$ cat src/rtl/mult_sched.sv
// mult_sched: round-robin scheduler that time-shares one 32x32 signed
// combinational multiplier between two requesters. Each operation is accepted
// from one requester and allowed MUL_CYCLES settle cycles in the tree. The
// registered 64-bit product is then returned on the owner's response channel.

// Shared signed tree multiplier. The scheduler treats it as purely
// combinational. The settle time it needs is what MUL_CYCLES covers.
module mult_tree (
  input  logic signed [31:0] i_a,
  input  logic signed [31:0] i_b,
  output logic signed [63:0] o_p
);

  // Full-width signed product; both operands are sign-extended to 64 bits.
  assign o_p = i_a * i_b;

endmodule

module mult_sched #(
  parameter int unsigned MUL_CYCLES = 2   // multiplier settle cycles, 1..8
) (
  input  logic        clk,
  input  logic        rst_n,
  // requester 0
  input  logic        req0_valid,
  output logic        req0_ready,
  input  logic [31:0] req0_a,
  input  logic [31:0] req0_b,
  // requester 1
  input  logic        req1_valid,
  output logic        req1_ready,
  input  logic [31:0] req1_a,
  input  logic [31:0] req1_b,
  // responses
  output logic        rsp0_valid,
  input  logic        rsp0_ready,
  output logic        rsp1_valid,
  input  logic        rsp1_ready,
  output logic [63:0] rsp_data,
  output logic        busy
);

  typedef enum logic [1:0] {
    IDLE = 2'd0,
    BUSY = 2'd1,
    DONE = 2'd2
  } state_t;

  // Three bits hold MUL_CYCLES-1 for the whole legal range of 1..8.
  localparam int unsigned         CNT_W    = 3;
  localparam logic [CNT_W-1:0]    CNT_LOAD = CNT_W'(MUL_CYCLES - 1);

  state_t              r_state;
  state_t              w_state_nxt;
  logic                r_prio;       // requester favoured on a tie
  logic                r_owner;      // requester that owns the operation
  logic signed [31:0]  r_a;
  logic signed [31:0]  r_b;
  logic [CNT_W-1:0]    r_cnt;
  logic [63:0]         r_rsp_data;

  logic                w_gnt0;
  logic                w_gnt1;
  logic                w_accept;
  logic                w_cnt_zero;
  logic                w_rsp_hs;
  logic signed [63:0]  w_product;

  // The only multiplier, fed solely from the operand registers so the
  // request ports may change freely while the tree settles.
  mult_tree u_mult (
    .i_a (r_a),
    .i_b (r_b),
    .o_p (w_product)
  );

  // Round-robin grant: a lone valid wins outright, a tie goes to r_prio.
  always_comb begin
    w_gnt0 = req0_valid & (~req1_valid | ~r_prio);
    w_gnt1 = req1_valid & (~req0_valid |  r_prio);
  end

  // The grant is combinational from the valids and the FSM already sits in
  // IDLE under reset, so rst_n gates acceptance to keep ready low in reset.
  assign w_accept   = (r_state == IDLE) & rst_n & (w_gnt0 | w_gnt1);
  assign w_cnt_zero = (r_cnt == '0);
  assign w_rsp_hs   = r_owner ? rsp1_ready : rsp0_ready;
  assign rsp_data   = r_rsp_data;

  // State register.
  // NOTE: sequential state uses non-blocking assignments so every flop samples
  // pre-edge values regardless of process ordering.
  always_ff @(posedge clk or negedge rst_n) begin
    if (!rst_n) begin
      r_state <= IDLE;
    end else begin
      r_state <= w_state_nxt;
    end
  end

  // Next-state and handshake outputs.
  // NOTE: every output gets a default before the case so no path infers a latch.
  always_comb begin
    w_state_nxt = r_state;
    req0_ready  = 1'b0;
    req1_ready  = 1'b0;
    rsp0_valid  = 1'b0;
    rsp1_valid  = 1'b0;
    busy        = 1'b1;
    case (r_state)
      IDLE: begin
        busy       = 1'b0;
        req0_ready = rst_n & w_gnt0;
        req1_ready = rst_n & w_gnt1;
        if (w_accept) w_state_nxt = BUSY;
      end
      BUSY: begin
        if (w_cnt_zero) w_state_nxt = DONE;
      end
      DONE: begin
        rsp0_valid = ~r_owner;
        rsp1_valid =  r_owner;
        if (w_rsp_hs) w_state_nxt = IDLE;
      end
      default: begin
        busy        = 1'b0;
        w_state_nxt = IDLE;
      end
    endcase
  end

  // Operand capture, arbitration pointer, settle counter and product register.
  always_ff @(posedge clk or negedge rst_n) begin
    if (!rst_n) begin
      r_a        <= '0;
      r_b        <= '0;
      r_owner    <= 1'b0;
      r_prio     <= 1'b0;
      r_cnt      <= '0;
      r_rsp_data <= '0;
    end else if (w_accept) begin
      r_a     <= w_gnt1 ? req1_a : req0_a;
      r_b     <= w_gnt1 ? req1_b : req0_b;
      r_owner <= w_gnt1;
      r_prio  <= ~w_gnt1;     // the requester just served loses the next tie
      r_cnt   <= CNT_LOAD;
    end else if (r_state == BUSY) begin
      if (w_cnt_zero) begin
        r_rsp_data <= w_product;
      end else begin
        r_cnt <= r_cnt - 1'b1;
      end
    end
  end

endmodule

$ cat config.mk
export PLATFORM = sky130hd
export DESIGN_NAME = mult_sched
export DESIGN_NICKNAME = d
export VERILOG_FILES = /design/src/rtl/mult_sched.sv
export SDC_FILE = /design/constraint.sdc
export NUM_CORES = 2
export LEC_CHECK = 0
export BUFFER_PORTS_ARGS = -buffer_cell sky130_fd_sc_hd__buf_4
export CAP_MARGIN = 40
export CORE_MARGIN = 4
export CORE_UTILIZATION = 36
export DETAILED_ROUTE_END_ITERATION = 16
export PLACE_DENSITY = 0.6
export SYNTH_ARGS = -nofsm -noshare
export SYNTH_HDL_FRONTEND = slang
export SYNTH_HIERARCHICAL = 1
export SYNTH_SLANG_ARGS = --single-unit
$ cat constraint.sdc
create_clock -name clk -period 10.37 [get_ports clk]
set_clock_uncertainty 0.15 [all_clocks]
set_input_delay 0.5185 -clock clk [delete_from_list [all_inputs] [get_ports clk]]
set_output_delay 0.5185 -clock clk [all_outputs]
set_load 0.03 [all_outputs]
==> metrics.md <==
| Metric | Value |
|---|---|
| WP buf/inv | `1` |
| Flop2flop setup slack | `between 1 and 1.5 ns` |
| WS Path Type | `reg -> reg` |
| CTS max path bufs | `2` |
| Async SR Flop Fraction | `100.0%` |
| Met3 usage | `4.074%` |
| Avg Cell Area, Syn | `roughly 9.7 sq um` |
| Syn Nets | `about 5700` |
| Worst path depth | `21` |
| NumNets Final | `around 5800` |
| Wire per inst | `~21 um` |
| Setup crit start kind | `flop` |
| Share of cells above drive strength 1 | `8.470%` |
| Most used routing layer in global routing | `met2` |
| Maximum clock rate | `around 110 MHz` |
| Crit path capture | `rsp_data[59]` |
| Placed wire-length estimate | `a little over 100000 um` |
| Reg2reg path depth | `21` |
| Hold Crit Class | `in -> reg` |
| Cell family with most CP delay | `adder cells` |
| Endpoint class of the critical path | `flop` |
| Start point of the critical path | `r_b[10]` |
| Min-delay src | `req1_a[15]` |
| CTS tree | `done` |
| Clk pin slew, worst setup/hold paths | `about 0.080 ns` |
| Via count | `a little under 30000` |
| CP most frequent cell | `fa_1` |
| Ys Warns | `6` |
| Area added between synthesis and finish | `9.228%` |
| Final hold viol count | `0` |
| Initial core utilization | `around 36%` |
| Reg-to-Reg End | `rsp_data[59]` |
| Site Rows | `124` |
| CTS buffer count | `17` |
| Multi-input logic area | `between 30000 and 40000 sq um` |
| H-tree depth | `4` |
| Slew @ Worst Pin | `about 1 ns` |
| Status | `finished, final reports clean` |
| WL final | `approximately 130000 um` |
| Initial DRC Count | `2072` |
| Grt met2 use | `about two fifths` |
| RSZ-0062 raised after global routing | `false` |
| Worst Path Max Fanout | `20` |
| Largest net degree at the start of global routing | `slightly above 60` |
| Cells after Synth | `about 4300` |
| Sequential fraction of the synthesis area | `between 8 and 9%` |
| #FFs+latches synth | `135` |
| Global Route Usage Sum | `a little over a fifth` |
| Slew HR | `between 30% and 40%` |
| DRC | `0` |
| Global placement routability congestion | `roughly 1.0` |
| Setup-failing EPs final | `0` |
| First-pass GRT wire length | `just under 200000 um` |
| Fin crit period | `about 9.2 ns` |
| Reg2reg start | `r_b[10]` |
| Via/cell ratio | `around 5` |
| Setup bufs post-CTS | `0` |
| Yosys cell types | `73` |
| Fin Setup TNS | `0 ns` |
| CP max stage cell | `dfrtp_1` |
| Final Cycle Share | `between 80% and 90%` |
| Count of input and output buffers | `roughly 200` |
| Insertion delay to the later sink of the worst-skew pair | `0.54 ns` |
| MaxCap Viol Count | `0` |
| Req. time, crit path | `around 11 ns` |
| Arrival time of the worst setup path | `roughly 9.5 ns` |
| CP cell instances | `nand2_1 -> fa_1 -> fa_1 -> fa_1 -> fa_1 -> inv_1 -> fa_1 -> fa_1 -> fa_1 -> fa_1 -> ha_1 -> nand2_1 -> nor2_1 -> nand4_1 -> nor3_1 -> a32oi_1 -> a41oi_2 -> a31oi_1 -> and2b_1 -> xnor2_1 -> mux2_1` |
| Ys flop type | `dfrtp_1` |
| Core Area | `between 100000 and 150000 sq um` |
| DIE WIDTH | `about 350 um` |
| Sequential cell area | `3413 sq um` |
| GRT Residual Overflow | `0` |
| Clk sink count | `between 100 and 150` |
| Die area | `121900 sq um` |
| Met1 usage | `~26%` |
| Final Max Tran Viols | `0` |
| I/O pin cnt | `just over 200` |
| Slowest stage delay, CP | `0.95 ns` |
| Cell Area, Synth | `roughly 42000 sq um` |
| # fillers | `between 10000 and 15000` |
| Number of flops mapped to enable cells by yosys | `0` |
| Die Y | `around 350 um` |
| DRT Pass-1 Iters | `7` |
| DRT antenna net count | `0` |
| Vias in the first global route | `32820` |
| Initial antenna violation count | `4` |
| Clock Tree Root | `clkbuf_16` |
==> per-layer routing <==
| metal | vias up | wire length, um |
|---|---|---|
| li1 | 12690 | - |
| met1 | 15690 | 48060 |
| met2 | 982 | 65420 |
| met3 | 249 | 7598 |
| met4 | 0 | 5405 |
| met5 | - | 0 |
==> layout make-up <==
class                           count  share of cell area [%]
Multi-Input combinational cell   2968                   74.23
Clock inverter                     12                  0.3062
Timing Repair Buffer              285                   4.995
Antenna cell                        1                0.005468
Tap cell                         1512                   4.134
Clock buffer                       20                  0.9980
Sequential cell                   135                   7.459
Inverter                          960                   7.874
==> kinds of logic (layout without fill, tap and decap cells) <==
kind of cell	count (synthesis)	in the layout	synth area share [%]
AO/OA/AOI/OAI	283	283	4.817
other	0	1	0
flip-flops	135	135	8.063
adder cells (fa/ha/maj)	1271	1271	57.35
AND/OR/NAND/NOR	1248	1248	14.90
buffers and inverters	1198	1277	10.93
XOR/XNOR	72	72	1.505
multiplexers	94	94	2.440
==> state kept, by name, summed over array words and instances (netlist names) <==
signal    cells
r_prio        1
r_state       2
r_owner       1
r_cnt         3
r_b          32
rsp_data     64
r_a          32
==> cells in the final DEF, fill, tap and decap left out, drive strengths merged, types with 4 or more instances in the layout <==
cell type	count
nand3	10
a21oi	72
a31oi	9
xor2	25
o211ai	7
a211oi	11
clkinv	4
o31ai	5
mux2	65
and2	554
nor3	10
fa	1082
inv	963
and3	7
xnor2	47
a221o	38
dfrtp	135
nand2	567
nand4	12
nor2b	6
a2111oi	5
o21ai	71
o21bai	8
mux2i	29
nand2b	10
nor2	58
o21a	5
clkbuf	20
buf	283
ha	189
a21o	32
==> through the flow <==
| stage | hold WS [ns] | utilization, % | std cells | setup WS [ns] | area [sq um] |
|---|---|---|---|---|---|
| 5_1_grt | 0.03937 | 39.80 | 5892 | 0.8133 | 45760 |
| 2_1_floorplan | 0.07291 | - | 4301 | 2.296 | 41900 |
| 3_5_place_dp | 0.3039 | 39.27 | 5858 | 1.244 | 45140 |
| 3_3_place_gp | 0.3005 | 39.09 | 5849 | 1.206 | 44940 |
| 6_report | 0.06284 | 39.81 | 5893 | 1.123 | 45760 |
| 4_1_cts | 0.002533 | 39.80 | 5892 | 1.236 | 45760 |
==> worst min-delay path by stage <==
stage / end / slack [ns] / cells after the start
2_1_floorplan: r_a[0] / 0.07 / 0
3_3_place_gp: rsp_data[10] / 0.30 / 1
3_5_place_dp: rsp_data[10] / 0.30 / 1
4_1_cts: r_a[12] / 0.003 / 2
5_1_grt: r_a[12] / 0.04 / 2
6_report: r_a[15] / 0.06 / 2
==> Yosys cell counts, drive strengths merged, types with 32 or more instances <==
master | number | share of area (%)
nand2 | 567 | 5.1
xnor2 | 47 | 0.98
a21o | 32 | 0.58
and2 | 554 | 8.3
clkbuf | 210 | 1.9
a21oi | 72 | 0.92
dfrtp | 135 | 8.1
o21ai | 71 | 0.89
a221o | 38 | 0.91
nor2 | 58 | 0.53
mux2 | 65 | 1.7
ha | 189 | 5.6
fa | 1082 | 52
inv | 960 | 8.6
==> what timing repair did <==
action	CTS	global route
hold endpoints to repair	38	0
resized for setup	0	0
hold buffers	2	0
==> worst reg2reg max path, cell delays in order (launching register included) <==
cell	delay, ns
dfrtp_1	0.95
nand2_1	0.18
fa_1	0.62
fa_1	0.93
fa_1	0.53
fa_1	0.51
inv_1	0.05
fa_1	0.58
fa_1	0.45
fa_1	0.52
fa_1	0.43
ha_1	0.43
nand2_1	0.16
nor2_1	0.17
nand4_1	0.43
nor3_1	0.35
a32oi_1	0.40
a41oi_2	0.44
a31oi_1	0.21
and2b_1	0.22
xnor2_1	0.12
mux2_1	0.29
Power is left out: the tool's default activity adds up to more than one toggle a clock period on the data nets, which glitch-free logic cannot reach.
